## config.mk

```make
export PLATFORM = sky130hd
export DESIGN_NAME = multi_stretch
export DESIGN_NICKNAME = d
export VERILOG_FILES = /design/src/rtl/stretch_chan.sv /design/src/rtl/multi_stretch.sv
export SDC_FILE = /design/constraint.sdc
export NUM_CORES = 1
export LEC_CHECK = 0
export CORE_ASPECT_RATIO = 0.9
export CORE_MARGIN = 2
export CORE_UTILIZATION = 50
export CTS_BUF_LIST = sky130_fd_sc_hd__clkbuf_16
export CTS_CLUSTER_SIZE = 40
export DETAILED_ROUTE_END_ITERATION = 16
export PLACE_DENSITY = 0.72
export SYNTH_ARGS = -nofsm -noshare
export SYNTH_HDL_FRONTEND = slang
export SYNTH_HIERARCHICAL = 1
export SYNTH_SLANG_ARGS = --single-unit
export TNS_END_PERCENT = 20
```

## constraint.sdc

```tcl
create_clock -name CLK -period 5.35 [get_ports CLK]
set_input_delay 1.07 -clock CLK [delete_from_list [all_inputs] [get_ports CLK]]
set_output_delay 1.07 -clock CLK [all_outputs]
set_load 0.02 [all_outputs]
```

## src/rtl/stretch_chan.sv

```systemverilog
// One channel of the programmable pulse stretcher.
// Widens a high level on in_lvl to len cycles, optionally retriggers,
// then optionally holds off for holdoff dead cycles. Also keeps a
// saturating count of stretched pulses (IDLE->STRETCH transitions).
//   clk, rst   : clock, asynchronous active-high reset
//   in_lvl     : channel input, synchronous level
//   len        : stretch length; 0 keeps the channel idle
//   holdoff    : dead cycles after each pulse
//   retrig     : 1 = IN during STRETCH reloads the countdown
//   cnt_clr    : synchronous clear of the pulse counter
//   out, busy  : registered stretched output / STRETCH-or-HOLD flag
//   count      : saturating pulse counter
module stretch_chan #(
  parameter int LW = 8,
  parameter int CW = 16
) (
  input  logic          clk,
  input  logic          rst,
  input  logic          in_lvl,
  input  logic [LW-1:0] len,
  input  logic [LW-1:0] holdoff,
  input  logic          retrig,
  input  logic          cnt_clr,
  output logic          out,
  output logic          busy,
  output logic [CW-1:0] count
);

  typedef enum logic [1:0] {
    IDLE    = 2'd0,
    STRETCH = 2'd1,
    HOLD    = 2'd2
  } state_e;

  state_e        state_q, state_d;
  logic [LW-1:0] cnt_q, cnt_d;
  logic [CW-1:0] count_q, count_d;
  logic          out_q, out_d;
  logic          busy_q, busy_d;
  logic          trig;

  always_comb begin
    state_d = state_q;
    cnt_d   = cnt_q;
    trig    = 1'b0;
    unique case (state_q)
      IDLE: begin
        if (in_lvl && (len != '0)) begin
          state_d = STRETCH;
          cnt_d   = len - 1'b1;
          trig    = 1'b1;
        end
      end
      STRETCH: begin
        // Reload wins over both decrement and exit.
        if (retrig && in_lvl) begin
          cnt_d = len - 1'b1;
        end else if (cnt_q != '0) begin
          cnt_d = cnt_q - 1'b1;
        end else if (holdoff != '0) begin
          state_d = HOLD;
          cnt_d   = holdoff - 1'b1;
        end else begin
          state_d = IDLE;
        end
      end
      HOLD: begin
        if (cnt_q == '0) begin
          state_d = IDLE;
        end else begin
          cnt_d = cnt_q - 1'b1;
        end
      end
      default: begin
        state_d = IDLE;
        cnt_d   = '0;
      end
    endcase
  end

  // A clear coinciding with a new pulse leaves the counter at 1.
  always_comb begin
    if (cnt_clr) begin
      count_d = trig ? CW'(1) : '0;
    end else if (trig && (count_q != '1)) begin
      count_d = count_q + 1'b1;
    end else begin
      count_d = count_q;
    end
  end

  // Outputs are decoded from the next state so they come straight from flops.
  always_comb begin
    out_d  = (state_d == STRETCH);
    busy_d = (state_d != IDLE);
  end

  always_ff @(posedge clk or posedge rst) begin
    if (rst) begin
      state_q <= IDLE;
      cnt_q   <= '0;
      count_q <= '0;
      out_q   <= 1'b0;
      busy_q  <= 1'b0;
    end else begin
      state_q <= state_d;
      cnt_q   <= cnt_d;
      count_q <= count_d;
      out_q   <= out_d;
      busy_q  <= busy_d;
    end
  end

  assign out   = out_q;
  assign busy  = busy_q;
  assign count = count_q;

endmodule

```

## src/rtl/multi_stretch.sv

```systemverilog
// Multi-channel run-time programmable pulse stretcher.
// NCH independent stretch_chan instances sharing LEN/HOLDOFF/RETRIG/CNT_CLR.
//   CLK, RST : clock, asynchronous active-high reset
//   IN       : per-channel synchronous level inputs
//   LEN      : stretch length in cycles (0 disables triggering)
//   HOLDOFF  : dead cycles after each stretched pulse
//   RETRIG   : retriggerable mode select
//   CNT_CLR  : synchronous clear of all pulse counters
//   OUT      : registered stretched outputs
//   BUSY     : registered per-channel STRETCH/HOLD flags
//   COUNT    : packed pulse counters, channel i at [i*CW +: CW]
module multi_stretch #(
  parameter int NCH = 4,
  parameter int LW  = 8,
  parameter int CW  = 16
) (
  input  logic              CLK,
  input  logic              RST,
  input  logic [NCH-1:0]    IN,
  input  logic [LW-1:0]     LEN,
  input  logic [LW-1:0]     HOLDOFF,
  input  logic              RETRIG,
  input  logic              CNT_CLR,
  output logic [NCH-1:0]    OUT,
  output logic [NCH-1:0]    BUSY,
  output logic [NCH*CW-1:0] COUNT
);

  for (genvar i = 0; i < NCH; i++) begin : g_chan
    stretch_chan #(
      .LW (LW),
      .CW (CW)
    ) u_chan (
      .clk     (CLK),
      .rst     (RST),
      .in_lvl  (IN[i]),
      .len     (LEN),
      .holdoff (HOLDOFF),
      .retrig  (RETRIG),
      .cnt_clr (CNT_CLR),
      .out     (OUT[i]),
      .busy    (BUSY[i]),
      .count   (COUNT[i*CW +: CW])
    );
  end

endmodule
```

==> summary.md <==
| Metric | Value |
|---|---|
| Avg WL per Cell | `17.1 um` |
| Fraction of the cycle the final worst path needs | `68.6%` |
| CTS buffer count | `9` |
| Largest net degree at the start of global routing | `57` |
| Synthesis-to-layout area growth | `16.6%` |
| Period minus WS final | `3670 ps` |
| Peak supply drop | `0.000218 V` |
| Vias per cell | `5.86` |
| Critical path type | `input pin to flip-flop` |
| Setup violators final | `0` |
| Power per cell area | `394 mW/mm2` |
| Leakage | `3.99 nW` |
| Rel. slew slack | `24.7%` |
| Worst slew pin tran | `1130 ps` |
| # rows | `44` |
| IO Port Bufs | `95` |
| H-tree levels | `3` |
| #FFs+latches synth | `112` |
| RSZ-0062 raised after global routing | `no` |
| Initial Utilization | `51.6%` |
| Placed Cells | `1,222` |
| Yosys cell types | `68` |
| Outcome | `completed` |
| Synthesized cell area | `0.00838 mm2` |
| Hold_buf cts | `0` |
| Sequential fraction of the synthesis area | `33.5%` |
| Die Y | `127 um` |
| Power share of the clock group | `19.8%` |
| DP Wirelength | `15.0 mm` |
| Crit end category | `flip-flop` |
| Critical-path top delay cell | `clkdlybuf4s50_1` |
| Syn_area_per_cell | `8.82 um2` |
| Dominant cell type by area after synthesis | `dfrtp_1` |
| MaxCap Viol Count | `0` |
| Fmax | `273 MHz` |
| Final Cell Area | `0.00977 mm2` |
| Gate power share | `45.4%` |
| Dpl cell area | `0.00943 mm2` |
| Worst r2r path cells | `6` |
| Synth top cells by count | `112 x dfrtp_1, 111 x nor2_1, 105 x nand2_1, 61 x xor2_1, 58 x xnor2_1` |
| DIE AREA | `0.0178 mm2` |
| # Post-CTS Setup Buffers | `0` |
| Syn nets | `1,002` |
| Seq pwr share | `34.8%` |
| Synth top area share | `33.5%` |
| Area of the multi-input gates | `0.00523 mm2` |
| Core Region | `0.0162 mm2` |
| Sequential Area | `0.00280 mm2` |
| Largest cells by area after synthesis | `dfrtp_1 33%, xor2_1 6.4%, xnor2_1 6.1%` |
| Initial antenna violation count | `0` |
| Clk buf depth | `2` |
| Root buf cell | `clkbuf_16` |
| Startpoint Class | `input pin` |
| Asr flop ratio synth | `100%` |
| Count leader, synth | `dfrtp_1` |
| Yosys warnings | `6` |
| Max Slew Vio Count | `0` |
| Via count | `7,253` |
| Ant diodes | `0` |
| TritonRoute pass-1 iters | `5` |
| Sw Ratio | `41.6%` |
| Non-filler cells, final | `1,238` |
| Hold Violations, Final | `0` |
| Die width | `140 um` |
| Vias in the first global route | `6,756` |
| Peak fanout along the critical path | `13` |
| Top cell by count, worst path | `nor3b_1` |
| I/O Pins | `96` |
| Skew final | `7.09 ps` |
| Setup TNS | `0 ps` |
| Overall fraction of global-route tracks in use | `24.1%` |
| CP bufs+invs | `2` |
| Crit path largest cell delay | `900 ps` |
| Nets | `1,078` |
| CTS resizes | `0` |
| CTS tree | `yes` |
| First-pass GRT wire length | `35.2 mm` |
| DRC errors left | `0` |
| Post-synth EDFFs | `0` |
| Psw | `1.60 mW` |
| Worst Path Arrival | `3910 ps` |
| Gp weighted congestion | `0.887` |
| Hold Crit Class | `flip-flop to flip-flop` |
| Worst skew pair latency | `360 ps` |
| Syn Inst Count | `950` |
| Primary FF master, synth | `dfrtp_1` |
| Congestion Overflow GR | `0` |
| Final ANT Viol Nets | `0` |
| CP top delay family | `buffers and inverters` |
| Clock-pin transition on the worst setup and hold timing paths | `80 ps` |
| Critical Path, Cell by Cell | `clkdlybuf4s50_1 -> inv_1 -> ha_1 -> nor3b_1 -> a211o_1 -> a41oi_2 -> nor3b_1 -> or3_1` |
| CTS Sinks | `112` |
| WP depth | `8` |
| Share of cells above drive strength 1 | `6.21%` |
| Int Pwr | `2.24 mW` |
| WHS Path Cells | `2` |
| Filler cell count | `1,443` |
| Iter 0 DRT Violations | `595` |
| CP required | `5590 ps` |
| Total wire length | `21.2 mm` |
[per-stage QoR]
step	power, mW	worst slack, ps	utilization [%]	hold slack (ps)
after global placement	3.04	1480	58.1	538
final	3.84	1680	60.1	571
after CTS	3.85	1800	60.1	571
after global routing	4.12	1500	60.1	596
after floorplan	2.62	2690	-	522
after detailed placement	3.07	1420	58.1	551
[cells in the final DEF, fill, tap and decap left out, drive strengths merged, types with 25 or more instances in the layout]
master / Yosys / routed
a21oi: 33 / 33
a22o: 25 / 25
clkdlybuf4s50: 0 / 94
dfrtp: 112 / 112
ha: 28 / 28
inv: 43 / 46
mux2i: 26 / 26
nand2: 105 / 105
nand4: 29 / 29
nor2: 111 / 111
xnor2: 58 / 58
xor2: 61 / 61
[logic make-up (layout without fill, tap and decap cells)]
| family | Yosys count | after routing | synth area share (%) |
|---|---|---|---|
| multiplexers | 30 | 30 | 3.64 |
| AO/OA/AOI/OAI | 174 | 174 | 16.0 |
| adder cells (fa/ha/maj) | 28 | 28 | 4.18 |
| AND/OR/NAND/NOR | 410 | 410 | 26.2 |
| buffers and inverters | 77 | 158 | 4.14 |
| XOR/XNOR | 119 | 119 | 12.4 |
| flip-flops | 112 | 112 | 33.5 |
[area by class of cell]
cell class              count  area share (%)
flip-flops and latches    112            28.7
clock buffers               9            2.31
well taps                 207            2.65
multi-input cells         761            53.5
repair buffers             99            9.99
inverters                  43            1.65
clock inverters             7            1.15
[power by group through the flow]
stage / Sequential [mW] / Combinational [mW] / Clock, mW
4_1_cts: 1.34 / 1.74 / 0.782
3_5_place_dp: 1.35 / 1.72 / 0
5_1_grt: 1.37 / 1.92 / 0.820
3_3_place_gp: 1.35 / 1.69 / 0
2_1_floorplan: 1.29 / 1.33 / 0
6_report: 1.34 / 1.74 / 0.760
[worst register-to-register path, stage by stage (launching register included)]
cell,delay [ps]
dfrtp_1,480
nor4_4,360
nor3b_4,630
nand2_1,290
o21ai_0,260
o32ai_1,120
a22o_1,190
[path summary, 6_finish.rpt]
check	start	endpoint	slack, ps
max	LEN[0]	g_chan[3].u_chan/count[0]$_DFFE_PP0P_	1680
max reg2reg	g_chan[3].u_chan/cnt_q[3]$_DFFE_PP0P_	g_chan[3].u_chan/cnt_q[5]$_DFFE_PP0P_	2910
min reg2reg	g_chan[0].u_chan/count[11]$_DFFE_PP0P_	g_chan[0].u_chan/count[11]$_DFFE_PP0P_	570
max in group asynchronous	RST	g_chan[0].u_chan/out$_DFF_PP0_	3200
min	g_chan[0].u_chan/count[11]$_DFFE_PP0P_	g_chan[0].u_chan/count[11]$_DFFE_PP0P_	570
min in group asynchronous	RST	g_chan[3].u_chan/cnt_q[5]$_DFFE_PP0P_	1120
[sequential cells by signal, indices dropped and copies added, names as in the netlist]
signal	count
g_chan.u_chan/busy	4
g_chan.u_chan/out	4
g_chan.u_chan/state_q	8
g_chan.u_chan/count	64
g_chan.u_chan/cnt_q	32
[routing by layer]
| layer | vias to the layer above | global-route usage [%] | share of wire [%] |
|---|---|---|---|
| li1 | 3546 | - | - |
| met1 | 3489 | 35.2 | 48 |
| met2 | 193 | 38.0 | 45 |
| met3 | 25 | 3.62 | 5.4 |
| met4 | 0 | 5.76 | 1.4 |
| met5 | - | 0 | 0 |
No activity file was read; power rests on OpenSTA's default activity.
